==> src/rtl/srf_stream_agu_pkg.sv <==
// Shared types and constants for the SRF stream address generator and the
// memory tile's wide channel.
package srf_stream_agu_pkg;

  localparam int SRF_LANES  = 4;
  localparam int SRF_ELEM_W = 64;
  localparam int SRF_ADDR_W = 32;
  localparam int SRF_CNT_W  = 16;

  typedef enum logic [1:0] {
    ST_IDLE     = 2'd0,
    ST_IDX_REQ  = 2'd1,
    ST_DATA_REQ = 2'd2,
    ST_EMIT     = 2'd3
  } agu_state_t;

  typedef struct packed {
    logic [SRF_ADDR_W-1:0] base;
    logic [SRF_ADDR_W-1:0] stride;
    logic [SRF_CNT_W-1:0]  count;
    logic                  indirect;
    logic [SRF_ADDR_W-1:0] idx_base;
  } srf_desc_t;

endpackage

==> src/rtl/srf_beat_packer.sv <==
// Packs returned elements into a LANES-wide beat; holds the beat stable until
// popped, then clears data, mask and lane pointer together.
module srf_beat_packer #(
  parameter int LANES  = 4,
  parameter int ELEM_W = 64
) (
  input  logic                      clk,
  input  logic                      rst_n,
  input  logic                      clr,
  input  logic                      wr_en,
  input  logic [ELEM_W-1:0]         wr_data,
  input  logic                      pop,
  output logic                      lane_last,
  output logic [LANES*ELEM_W-1:0]   beat_data,
  output logic [LANES-1:0]          beat_mask
);

  localparam int LW = (LANES > 1) ? $clog2(LANES) : 1;

  logic [LANES-1:0][ELEM_W-1:0] data_q, data_d;
  logic [LANES-1:0]             mask_q, mask_d;
  logic [LW-1:0]                ptr_q, ptr_d;

  always_comb begin
    data_d = data_q;
    mask_d = mask_q;
    ptr_d  = ptr_q;
    if (clr || pop) begin
      data_d = '0;
      mask_d = '0;
      ptr_d  = '0;
    end else if (wr_en) begin
      data_d[ptr_q] = wr_data;
      mask_d[ptr_q] = 1'b1;
      ptr_d         = ptr_q + LW'(1);
    end
  end

  always_ff @(posedge clk or negedge rst_n) begin
    if (!rst_n) begin
      data_q <= '0;
      mask_q <= '0;
      ptr_q  <= '0;
    end else begin
      data_q <= data_d;
      mask_q <= mask_d;
      ptr_q  <= ptr_d;
    end
  end

  assign lane_last = (ptr_q == LW'(LANES - 1));
  assign beat_data = data_q;
  assign beat_mask = mask_q;

endmodule

==> src/rtl/srf_stream_agu.sv <==
// Stream address generator + beat packer for S-morph SRF traffic.
// Define SRF_AGU_INDIRECT_EN to enable index-array gather (IDX_REQ state).
module srf_stream_agu
  import srf_stream_agu_pkg::*;
#(
  parameter int ADDR_WIDTH = 32,
  parameter int ELEM_W     = 64,
  parameter int LANES      = 4,
  parameter int CNT_W      = 16
) (
  input  logic                     clk,
  input  logic                     rst_n,
  input  logic                     desc_valid,
  output logic                     desc_ready,
  input  logic [ADDR_WIDTH-1:0]    desc_base,
  input  logic [ADDR_WIDTH-1:0]    desc_stride,
  input  logic [CNT_W-1:0]         desc_count,
  input  logic                     desc_indirect,
  input  logic [ADDR_WIDTH-1:0]    desc_idx_base,
  output logic [ADDR_WIDTH-1:0]    mem_addr,
  output logic                     mem_rd_req,
  input  logic                     mem_ack,
  input  logic [ELEM_W-1:0]        mem_rdata,
  output logic                     out_valid,
  input  logic                     out_ready,
  output logic [LANES*ELEM_W-1:0]  out_data,
  output logic [LANES-1:0]         out_mask,
  output logic                     out_last,
  output logic                     busy,
  output logic                     done
);

  agu_state_t             state_q, state_d;
  srf_desc_t              desc_q, desc_d;
  logic [CNT_W-1:0]       i_q, i_d, i_inc;
  logic [ADDR_WIDTH-1:0]  addr_q, addr_d;
  logic                   done_q, done_d;
  logic                   pk_clr, pk_wr, pk_pop, lane_last;
  logic                   ind_mode, ind_next;

`ifdef SRF_AGU_INDIRECT_EN
  localparam int ESH = $clog2(ELEM_W / 8);
  logic [ADDR_WIDTH-1:0]  idx_addr_q, idx_addr_d;
  assign ind_mode = desc_q.indirect;
  assign ind_next = desc_indirect;
`else
  logic unused_indirect;
  assign ind_mode = 1'b0;
  assign ind_next = 1'b0;
  assign unused_indirect = ^{desc_q.indirect, desc_q.idx_base};
`endif

  assign i_inc = i_q + CNT_W'(1);

  always_comb begin
    state_d    = state_q;
    desc_d     = desc_q;
    i_d        = i_q;
    addr_d     = addr_q;
    done_d     = 1'b0;
    pk_clr     = 1'b0;
    pk_wr      = 1'b0;
    pk_pop     = 1'b0;
    desc_ready = 1'b0;
    mem_rd_req = 1'b0;
    mem_addr   = '0;
    out_valid  = 1'b0;
`ifdef SRF_AGU_INDIRECT_EN
    idx_addr_d = idx_addr_q;
`endif
    case (state_q)
      ST_IDLE: begin
        desc_ready = 1'b1;
        if (desc_valid) begin
          desc_d.base     = desc_base;
          desc_d.stride   = desc_stride;
          desc_d.count    = desc_count;
          desc_d.indirect = desc_indirect;
          desc_d.idx_base = desc_idx_base;
          i_d             = '0;
          addr_d          = desc_base;
          pk_clr          = 1'b1;
`ifdef SRF_AGU_INDIRECT_EN
          idx_addr_d      = desc_idx_base;
`endif
          if (desc_count == '0) done_d = 1'b1;
          else if (ind_next)    state_d = ST_IDX_REQ;
          else                  state_d = ST_DATA_REQ;
        end
      end
`ifdef SRF_AGU_INDIRECT_EN
      ST_IDX_REQ: begin
        mem_rd_req = 1'b1;
        mem_addr   = idx_addr_q;
        if (mem_ack) begin
          // Gather target: element-scaled index from the low 32 bits, wrapping.
          addr_d     = desc_q.base + (ADDR_WIDTH'(mem_rdata[31:0]) << ESH);
          idx_addr_d = idx_addr_q + ADDR_WIDTH'(ELEM_W / 8);
          state_d    = ST_DATA_REQ;
        end
      end
`endif
      ST_DATA_REQ: begin
        mem_rd_req = 1'b1;
        mem_addr   = addr_q;
        if (mem_ack) begin
          pk_wr = 1'b1;
          i_d   = i_inc;
          if (!ind_mode) addr_d = addr_q + desc_q.stride;
          if (lane_last || i_inc == desc_q.count) state_d = ST_EMIT;
          else if (ind_mode)                      state_d = ST_IDX_REQ;
        end
      end
      ST_EMIT: begin
        out_valid = 1'b1;
        if (out_ready) begin
          pk_pop = 1'b1;
          if (out_last) begin
            state_d = ST_IDLE;
            done_d  = 1'b1;
          end else begin
            state_d = ind_mode ? ST_IDX_REQ : ST_DATA_REQ;
          end
        end
      end
      default: state_d = ST_IDLE;
    endcase
  end

  always_ff @(posedge clk or negedge rst_n) begin
    if (!rst_n) begin
      state_q <= ST_IDLE;
      desc_q  <= '0;
      i_q     <= '0;
      addr_q  <= '0;
      done_q  <= 1'b0;
    end else begin
      state_q <= state_d;
      desc_q  <= desc_d;
      i_q     <= i_d;
      addr_q  <= addr_d;
      done_q  <= done_d;
    end
  end

`ifdef SRF_AGU_INDIRECT_EN
  always_ff @(posedge clk or negedge rst_n) begin
    if (!rst_n) idx_addr_q <= '0;
    else        idx_addr_q <= idx_addr_d;
  end
`endif

  srf_beat_packer #(
    .LANES  (LANES),
    .ELEM_W (ELEM_W)
  ) u_packer (
    .clk       (clk),
    .rst_n     (rst_n),
    .clr       (pk_clr),
    .wr_en     (pk_wr),
    .wr_data   (mem_rdata),
    .pop       (pk_pop),
    .lane_last (lane_last),
    .beat_data (out_data),
    .beat_mask (out_mask)
  );

  assign out_last = (state_q == ST_EMIT) && (i_q == desc_q.count);
  assign busy     = (state_q != ST_IDLE);
  assign done     = done_q;

endmodule

==> config.mk <==
export PLATFORM = sky130hd
export DESIGN_NAME = srf_stream_agu
export DESIGN_NICKNAME = d
export VERILOG_FILES = /design/src/rtl/srf_stream_agu_pkg.sv /design/src/rtl/srf_beat_packer.sv /design/src/rtl/srf_stream_agu.sv
export SDC_FILE = /design/constraint.sdc
export NUM_CORES = 1
export LEC_CHECK = 0
export ABC_AREA = 1
export ABC_CLOCK_PERIOD_IN_PS = 2700
export CORE_ASPECT_RATIO = 1.2
export CORE_MARGIN = 5
export CORE_UTILIZATION = 45
export CTS_BUF_LIST = sky130_fd_sc_hd__clkbuf_8
export DETAILED_ROUTE_END_ITERATION = 6
export PLACE_DENSITY = 0.75
export SETUP_SLACK_MARGIN = 0.3
export SYNTH_ARGS = -nofsm -noshare
export SYNTH_HDL_FRONTEND = slang
export SYNTH_HIERARCHICAL = 1
export SYNTH_SLANG_ARGS = --single-unit
==> constraint.sdc <==
create_clock -name clk -period 2.7 [get_ports clk]
set_clock_uncertainty 0.05 [all_clocks]
set_input_delay 0.81 -clock clk [delete_from_list [all_inputs] [get_ports clk]]
set_output_delay 0.81 -clock clk [all_outputs]
set_load 0.05 [all_outputs]
==> results of run 1 <==
[metrics by stage]
stage | total power, mW | setup TNS [ps] | area, µm² | cells | util, %
floorplan | 19.2 | 0 | 18600 | 2328 | -
finish | 32.5 | -2780 | 26500 | 3380 | 65.0
global route | 34.2 | -5130 | 26500 | 3380 | 65.0
CTS | 31.6 | -3470 | 26300 | 3367 | 64.6
detailed placement | 25.2 | 0 | 24100 | 3228 | 59.2
global placement | 25.0 | 0 | 24100 | 3228 | 59.2
[worst paths after layout]
| path | cells past startpoint | slack (ps) | to |
|---|---|---|---|
| setup / recovery | 7 | -210 | out_last |
| hold / removal | 1 | 90 | desc_q[73] |
| setup reg to reg | 13 | 370 | addr_q[4] |
| hold reg to reg | 2 | 450 | desc_q[71] |
| max in group asynchronous | 3 | 1680 | u_packer/beat_data[23] |
| min in group clk | 2 | 450 | desc_q[71] |
[flip-flops by register name, indices dropped and copies added (netlist names)]
name and count:
addr_q 32, u_packer/beat_data 256, i_q 16, done 1, u_packer/ptr_q 2, desc_q 48, u_packer/beat_mask 4, state_q 2
[report_power, final]
group / internal, mW / total, mW / switching, mW
clock network: 3.02 / 5.31 / 2.29
logic: 6.60 / 19.0 / 12.4
registers: 6.94 / 8.19 / 1.25
total: 16.6 / 32.5 / 15.9
[worst max-delay path, cell delays in order (launching register included)]
cell and delay [ps]:
dfrtp_2 410, xor2_1 170, nor2_1 150, nand4_1 140
nor2_2 180, nand2_2 100, nor2_4 130, buf_12 150
[layout make-up]
type | instances | share of cell area, %
flip-flops and latches | 361 | 34.1
multi-input cells | 1636 | 31.9
repair buffers | 551 | 23.3
clock buffers | 80 | 4.15
inverters | 184 | 3.09
well taps | 539 | 2.54
clock inverters | 27 | 0.892
diodes | 2 | 0.0189
[repair_timing]
| item | CTS | global route |
|---|---|---|
| buffers inserted | 25 | 8 |
| resized for setup | 721 | 146 |
| pin swaps | 9 | 8 |
| endpoints found under the hold margin | 0 | 0 |
| cloned | 7 | 3 |
| endpoints found under the setup margin | 294 | 145 |
[layer usage]
| layer | vias up | global-route usage [%] | share of wire (%) | wire length (µm) |
|---|---|---|---|---|
| met5 | - | 0 | 0.018 | 12 |
| met4 | 2 | 12.6 | 4.8 | 3250 |
| met3 | 202 | 5.99 | 8.7 | 5850 |
| met2 | 960 | 47.6 | 49 | 32800 |
| met1 | 8863 | 34.5 | 38 | 25400 |
| li1 | 8562 | - | - | - |
[cell families (layout without fill, tap and decap cells)]
logic type,count (synthesis),count (layout)
adders and majority gates,41,41
and+or+nand+nor,1378,1378
xor gates and xnor gates,39,39
DFF,361,361
other,0,2
AOI/OAI and AO/OA,178,178
buffers and inverters,331,842
[cell usage in the layout (no fill, tap or decap), types with 7 or more instances in the layout]
master	count
a21oi_1	59
a21oi_2	12
buf_12	67
buf_4	56
buf_6	10
clkbuf_2	50
clkbuf_8	80
clkdlybuf4s15_1	61
clkdlybuf4s15_2	139
clkdlybuf4s50_1	147
clkinvlp_4	31
dfrtp_1	353
dfrtp_2	8
dlygate4sd2_1	7
ha_1	27
ha_2	7
inv_1	155
inv_2	10
nand2_1	635
nand2_2	13
nand2_4	34
nand3_1	558
nand4_1	18
nor2_1	81
nor2_4	7
nor3_1	11
o21a_1	9
o21ai_0	55
o21ai_1	12
o22ai_1	7
xnor2_1	9
xor2_1	24
==> impl_metrics.json, run 1 <==
{
  "holdBufCountCts": 0,
  "drc_errors": 0,
  "yosysTopAreaCell": "dfrtp_1",
  "antenna_found_initial": 3,
  "final.setup.worst_slack_ps": -207,
  "cts-root-buf": "clkbuf_8",
  "r2r-start": "state_q[1]",
  "cap_violations": 0,
  "peakVddDrop_mv": 0.939,
  "cp_max_fo": 2,
  "drtIter0Drc": 1533,
  "numPortBuffers": 446,
  "clk_pin_slew_ps": 70,
  "tritoncts": "yes",
  "synth_most_common_cell": "nand2_1",
  "endpoint_kind": "output port",
  "rsz0062_at_grt": "yes",
  "ys_warn_count": 6,
  "hold_violations": 0,
  "synth_edf_count": 0,
  "drive_above_1_share_pct": 20.7,
  "cp-start-kind": "flop",
  "dieArea_um2": 45300,
  "cp.arrival_ps": 2050,
  "finalSetupViolations": 33,
  "required_ps": 1840,
  "synth-simple-area-share_pct": 32.9,
  "synth-seq-cells": 361,
  "pre_cts_ws_ps": 116,
  "synthAdderAreaFrac_pct": 2.81,
  "num_rows": 81,
  "numCtsBuffers": 58,
  "coreArea_um2": 40700,
  "clock_sinks": 361,
  "hp-class": "in -> async",
  "wl_per_cell_um": 19.9,
  "slew_headroom_pct": 57.5,
  "ys_top_cells_by_count": "nand2_1 (672), nand3_1 (559), dfrtp_1 (361)",
  "critical_path_class": "reg -> out",
  "cts_buffer_depth": 3,
  "htree_levels": 2,
  "pin_count": 480,
  "synthXorXnorAreaFrac_pct": 1.85,
  "vias": 18600,
  "wl_um": 67200,
  "period_minus_slack_ps": 2910,
  "final_nets": 3015,
  "grt_pass1_wl_um": 102000,
  "die_h_um": 232,
  "grt_pass1_vias": 18100,
  "dp_hpwl_um": 45800,
  "p_leak_nw": 13.7,
  "vias_per_cell": 5.50,
  "status": "finished with violations",
  "worst_hold_slack_ps": 92.9,
  "grt_start_max_net_pins": 87,
  "synth.area.mux_share_pct": 0,
  "syn2layout_area_growth_pct": 43.2,
  "crit_path_start": "i_q[2]",
  "drv_slew": 0,
  "ff_latch_area_um2": 9040,
  "ys_async_sr_fraction_pct": 100,
  "syn_nets": 2551,
  "power.density_nw_per_um2": 1230,
  "fmax_ghz": 0.344,
  "synth_cells": 2328,
  "yosys-top-cells-area": "dfrtp_1 (49%), nand3_1 (15%), nand2_1 (14%), inv_1 (3.6%), ha_1 (2.7%)",
  "fill_cells": 3363,
  "start_util_pct": 45.4,
  "ant_nets": 0,
  "dieWidth_um": 195,
  "fin_crit_sh_pct": 108,
  "multiInputGateArea_um2": 8460,
  "worst_slew_pin_slew_ps": 638,
  "syn_avg_cell_area_um2": 7.95,
  "synth_top_family_by_area": "simple AND/OR/NAND/NOR gates",
  "synth.distinct_cells": 47,
  "grt_usage_pct": 28.0,
  "synth_top_area_share_pct": 48.8,
  "clk_latency_ps": 630,
  "firstDrtPassIters": 7,
  "synth_ff_type": "dfrtp_1",
  "grt_overflow": 0,
  "failed_checks": "setup timing",
  "finalWeightedCongestion": 0.892,
  "synth_compound_area_share_pct": 5.33,
  "syn_area_um2": 18500,
  "synth_seq_area_share_pct": 48.8
}
(Power assumes the default switching activity.)
==> run 2, diff against run 1 <==
ABC_AREA = default   (was 1)
==> run 2 against run 1 <==
The flow still finishes with violations (setup timing); global-route usage shrank 1.4 points; first-iteration DRC count shrank 28%; cell count decreased by 17%; maximum frequency shrank 6.0%; via count fell by 13%; flip-flop and latch count unchanged; die area fell by 3.3%; worst hold slack improved by 27 ps; power up 6.3%.
==> impl_metrics.json, run 2 <==
{
  "status": "finished with violations",
  "failed_checks": "setup timing",
  "fill_cells": 2871,
  "syn2layout_area_growth_pct": 49.2,
  "wl_per_cell_um": 22.3,
  "cap_violations": 0,
  "hp-class": "in -> async",
  "path_cells": "xnor2_2 -> nand4_1 -> nor3_2 -> and2_4 -> buf_12",
  "start_util_pct": 45.2,
  "synth_edf_count": 0,
  "instances_no_fill": 2791,
  "htree_levels": 2,
  "largest_reg_flops": 256,
  "syn_nets": 1841,
  "cp_slowest_cell": "dfrtp_1",
  "worst_slew_pin_slew_ps": 616,
  "critical_path_class": "reg -> out",
  "ant_nets": 0,
  "numCtsBuffers": 57,
  "coreArea_um2": 39500,
  "drv_slew": 0,
  "power_mw": 34.5,
  "ys_top_cells_by_count": "dfrtp_1 (361), a21oi_1 (185), nand3_1 (146)",
  "endpoint_kind": "output port",
  "synth_most_common_cell": "dfrtp_1",
  "wl_um": 62300,
  "grt_usage_pct": 26.6,
  "grt_overflow": 0,
  "final_cell_mix": "dfrtp_1 (360), buf_4 (174), a21oi_1 (168)",
  "utilization_pct": 67.4,
  "final_nets": 2438,
  "dieArea_um2": 43800,
  "clockPowerShare_pct": 13.8,
  "path_buf_inv": 1,
  "clk_pin_slew_ps": 60,
  "grt_pass1_vias": 16500,
  "fmax_ghz": 0.323,
  "finalSetupViolations": 36,
  "diodes": 0,
  "grt_start_max_net_pins": 65,
  "p_int_mw": 18.8,
  "ys_async_sr_fraction_pct": 100,
  "cp.depth": 5,
  "dp_hpwl_um": 41700,
  "firstDrtPassIters": 5,
  "power.density_nw_per_um2": 1300,
  "rr_worst_depth": 10,
  "hold_violations": 0,
  "synth_top_area_share_pct": 50.6,
  "slew_headroom_pct": 58.9,
  "ys_warn_count": 6,
  "layout_commonest_cell": "dfrtp_1",
  "numPortBuffers": 446,
  "vias": 16100,
  "p_leak_nw": 12.3,
  "power_frac_seq_pct": 23.0,
  "pin_count": 480,
  "p_sw_share_pct": 45.6,
  "final.setup.worst_slack_ps": -392,
  "post-place-cells": 2614,
  "synth_cells": 1618,
  "syn_area_um2": 17900,
  "num_rows": 80,
  "die_h_um": 228,
  "vias_per_cell": 5.77,
  "period_minus_slack_ps": 3090,
  "yosysTopAreaCell": "dfrtp_1",
  "syn_avg_cell_area_um2": 11.0,
  "rsz0062_at_grt": "yes",
  "dieWidth_um": 192,
  "yosys-top-cells-area": "dfrtp_1 (51%), a21bo_2 (7.5%), a21oi_1 (5.2%), nand3_1 (4.1%), a32o_2 (3.8%)",
  "synth.distinct_cells": 69,
  "drc_errors": 0,
  "critPathTopFamily": "simple AND/OR/NAND/NOR gates",
  "peakVddDrop_mv": 1.12,
  "cts-root-buf": "clkbuf_8",
  "clock_sinks": 361,
  "cp-start-kind": "flop",
  "required_ps": 1840,
  "cts_buffer_depth": 3,
  "drive_above_1_share_pct": 40.3,
  "fin_crit_sh_pct": 115,
  "synth-seq-cells": 361,
  "synth_ff_type": "dfrtp_1",
  "antenna_found_initial": 0,
  "finalWeightedCongestion": 0.888,
  "clk_latency_ps": 620,
  "synth_seq_area_share_pct": 50.6,
  "grt_pass1_wl_um": 93600,
  "cp.arrival_ps": 2230,
  "tritoncts": "yes",
  "combPwrFrac_pct": 63.2,
  "max_stage_delay_ps": 410,
  "cp_max_fo": 4,
  "drtIter0Drc": 1097,
  "p_switching_mw": 15.7
}
run 2: area by class of cell:
class | count | area (µm²) | area share [%]
clock buffers | 75 | 1030 | 3.88
inverters | 17 | 92.6 | 0.348
flip-flops and latches | 361 | 9030 | 33.9
multi-input cells | 1098 | 8740 | 32.8
clock inverters | 27 | 158 | 0.592
repair buffers | 680 | 6910 | 26.0
well taps | 533 | 667 | 2.50
run 2: worst paths after layout:
kind	from	endpoint	slack, ps
worst max-delay path	desc_q[48]	out_last	-390
worst min-delay path	rst_n	addr_q[23]	120
worst max register to register	addr_q[7]	addr_q[31]	-190
worst min register to register	u_packer/beat_data[245]	u_packer/beat_data[245]	440
max in group asynchronous	rst_n	desc_q[39]	1710
min in group clk	u_packer/beat_data[245]	u_packer/beat_data[245]	440
run 2: routing by layer:
layer / up-vias / wire, µm / share of wire [%] / global-route usage (%)
met3: 196 / 5530 / 8.9 / 6.85
met4: 0 / 3240 / 5.2 / 11.0
met5: - / 0 / 0 / 0
met2: 725 / 30900 / 50 / 45.9
li1: 7157 / - / - / -
met1: 8036 / 22600 / 36 / 31.5
run 2: power groups by stage:
stage / logic (mW) / clock network [mW] / registers, mW
after floorplan: 9.13 / 0 / 10.7
after global placement: 18.5 / 0 / 7.81
after detailed placement: 18.9 / 0 / 7.91
after CTS: 20.7 / 4.89 / 7.86
after global routing: 23.0 / 5.16 / 8.09
final: 21.8 / 4.77 / 7.92
run 2: metrics by stage:
stage / setup slack, ps / hold slack, ps / cell area (µm²) / TNS [ps]
final: -392 / 120 / 26600 / -3290
after global routing: -508 / 131 / 26600 / -7160
after CTS: -424 / 110 / 26400 / -4310
after detailed placement: -330 / 432 / 24200 / -1630
after global placement: -284 / 412 / 24200 / -1050
after floorplan: 10.9 / 418 / 18000 / 0
run 2: repair_timing:
item | CTS | global route
gates cloned | 3 | 1
setup buffers | 49 | 22
hold buffers | 0 | 0
resized for setup | 707 | 176
endpoints found under the setup margin | 319 | 162
pin swaps | 64 | 53
run 2: kinds of logic (layout without fill, tap and decap cells):
logic type,count (synthesis),count (layout),synth area share (%)
fa+ha+maj,41,41,2.91
xor+xnor,50,50,2.45
mux,62,62,3.80
compound gates,580,580,24.9
flops,361,361,50.6
simple gates,365,365,10.4
buf+inv,159,799,4.93
==> run 3, diff against run 2 <==
CORE_UTILIZATION = 25   (was 45)
CTS_CLUSTER_DIAMETER = 40   (was default)
PLACE_DENSITY = default   (was 0.75)
SETUP_SLACK_MARGIN = default   (was 0.3)
==> run 3 against run 2 <==
The run still ends with setup timing left; critical path depth up 2; count of clock-buffer cells in the layout up 9; wire length up 8.2%; via count down 2.5%; cell area up 0.13%; first-iteration DRC count down 9.2%; global-route usage down 10 points; sequential share of layout area about the same; non-clock buffer count down 35.
==> impl_metrics.json, run 3 (synthesized netlist as in run 2, its figures left out) <==
{
  "wl_per_cell_um": 21.3,
  "drtIter0Drc": 996,
  "final_nets": 2419,
  "r2r-start": "desc_q[52]",
  "cp-start-kind": "flop",
  "cp_slowest_cell": "dfrtp_1",
  "failed_checks": "setup timing",
  "p_switching_mw": 15.3,
  "finalSetupViolations": 18,
  "start_util_pct": 25.2,
  "firstDrtPassIters": 6,
  "reg2reg_setup_slack_ps": -170,
  "max_stage_delay_ps": 410,
  "final.setup.worst_slack_ps": -441,
  "layout_commonest_cell": "dfrtp_1",
  "dieWidth_um": 254,
  "numCtsBuffers": 73,
  "num_rows": 107,
  "worst_hold_slack_ps": 440,
  "path_cells": "xor2_2 -> nor4_2 -> nand4_1 -> nor3_2 -> buf_4 -> and2_4 -> buf_12",
  "syn2layout_area_growth_pct": 49.4,
  "timing.rr.end": "addr_q[31]",
  "utilization_pct": 37.6,
  "wl_um": 67400,
  "drive_above_1_share_pct": 30.9,
  "grt_usage_pct": 16.6,
  "fmax_ghz": 0.318,
  "hold_violations": 0,
  "die_h_um": 303,
  "cap_violations": 0,
  "post-place-cells": 3016,
  "cts-root-buf": "clkbuf_8",
  "instances_no_fill": 3170,
  "final_cell_mix": "dfrtp_1 (359), dlygate4sd2_1 (249), a21oi_1 (178)",
  "top_layer_used": "met5",
  "clk_pin_slew_ps": 60,
  "peakVddDrop_mv": 0.942,
  "grt_pass1_vias": 16200,
  "status": "finished with violations",
  "largest_reg_flops": 256,
  "drc_errors": 0,
  "pin_count": 480,
  "antenna_found_initial": 1,
  "diodes": 0,
  "dieArea_um2": 76900,
  "htree_levels": 3,
  "coreArea_um2": 71000,
  "final_area_um2": 26700,
  "power_mw": 33.6,
  "grt_start_max_net_pins": 78,
  "rsz0062_at_grt": "yes",
  "hp-class": "reg -> reg",
  "cts_buffer_depth": 3,
  "vias": 15700,
  "grt_overflow": 0,
  "worst_slew_pin_slew_ps": 619,
  "m1WireLength_um": 27500,
  "endpoint_kind": "output port",
  "worstHoldStart": "u_packer/beat_mask[1]",
  "holdPathEnd": "u_packer/beat_mask[1]",
  "finalWeightedCongestion": 0.842,
  "combPwrFrac_pct": 59.3,
  "postPlaceCellArea_um2": 24700,
  "cp.arrival_ps": 2280,
  "wl_met2_um": 32200,
  "tritoncts": "yes",
  "clock_sinks": 361,
  "critical_path_class": "reg -> out",
  "drv_slew": 0,
  "ant_nets": 0,
  "p_sw_share_pct": 45.6,
  "hold-path-cell-count": 1,
  "p_int_mw": 18.3,
  "p_leak_nw": 13.1,
  "power_frac_seq_pct": 23.4,
  "cp_max_fo": 2,
  "fin_tns_setup_ps": -708,
  "rr_worst_depth": 9,
  "wl_met3_um": 5650,
  "clockPowerShare_pct": 17.2,
  "fin_crit_sh_pct": 116,
  "slew_headroom_pct": 58.9,
  "dp_hpwl_um": 48100,
  "grt_pass1_wl_um": 99700,
  "required_ps": 1840,
  "pre_cts_ws_ps": -469,
  "clk_latency_ps": 630,
  "power.density_nw_per_um2": 1260,
  "vias_per_cell": 4.95,
  "period_minus_slack_ps": 3140,
  "numPortBuffers": 446
}
## run 3: cell count changes in the layout (fill, tap and decap cells not counted), moves of 8 or more
cell / previous run / this run
o21ai_0: 35 / 47
clkdlybuf4s15_1: 87 / 0
a21oi_2: 13 / 5
a21oi_1: 168 / 178
o21ai_1: 20 / 10
clkbuf_2: 69 / 0
buf_6: 29 / 3
clkbuf_8: 75 / 84
dlygate4sd2_1: 1 / 249
clkdlybuf4s15_2: 100 / 0
## run 3: critical path: cells and delay by family (launching register included)
family,cells,cell delay [ps]
xor gates and xnor gates,1,200
buffers and inverters,2,280
DFF,1,410
and+or+nand+nor,4,750
## run 3: what timing repair did
action | in CTS | in global routing
setup buffers | 13 | 13
setup endpoints to repair | 300 | 53
gates resized for setup | 323 | 46
endpoints found under the hold margin | 26 | 0
gates cloned | 3 | 3
pin swaps | 28 | 34
hold buffers | 1 | 0
## run 3: area by class of cell
| cell class | count | area [µm²] |
|---|---|---|
| clock buffers | 84 | 1160 |
| clock inverters | 39 | 322 |
| fillers | 6996 | 44300 |
| inverters | 17 | 63.8 |
| multi-input cells | 1098 | 8440 |
| flip-flops and latches | 361 | 9040 |
| well taps | 926 | 1160 |
| repair buffers | 645 | 6500 |
## run 3: metal layers
| layer | track usage, % | up-vias |
|---|---|---|
| met5 | 0 | - |
| li1 | - | 7141 |
| met1 | 20.9 | 7806 |
| met2 | 27.8 | 638 |
| met4 | 5.49 | 2 |
| met3 | 4.44 | 118 |
## run 3: how the worst max path moves through the flow
stage            endpoint           from  cells past startpoint
2_1_floorplan  addr_q[31]     desc_q[71]                     10
3_3_place_gp   state_q[0]  desc_count[0]                      8
3_5_place_dp   addr_q[31]      addr_q[1]                     11
4_1_cts          out_last        i_q[11]                      7
5_1_grt          out_last        i_q[14]                      6
6_report         out_last        i_q[11]                      7
## run 3: power groups by stage
stage                     clock network (mW)  logic (mW)  registers [mW]
after global placement                     0        18.7            7.87
after detailed placement                   0        18.9            7.96
after floorplan                            0        8.89            10.7
after global routing                    6.22        21.2            8.05
after CTS                               6.00        19.3            7.86
final                                   5.78        19.9            7.87
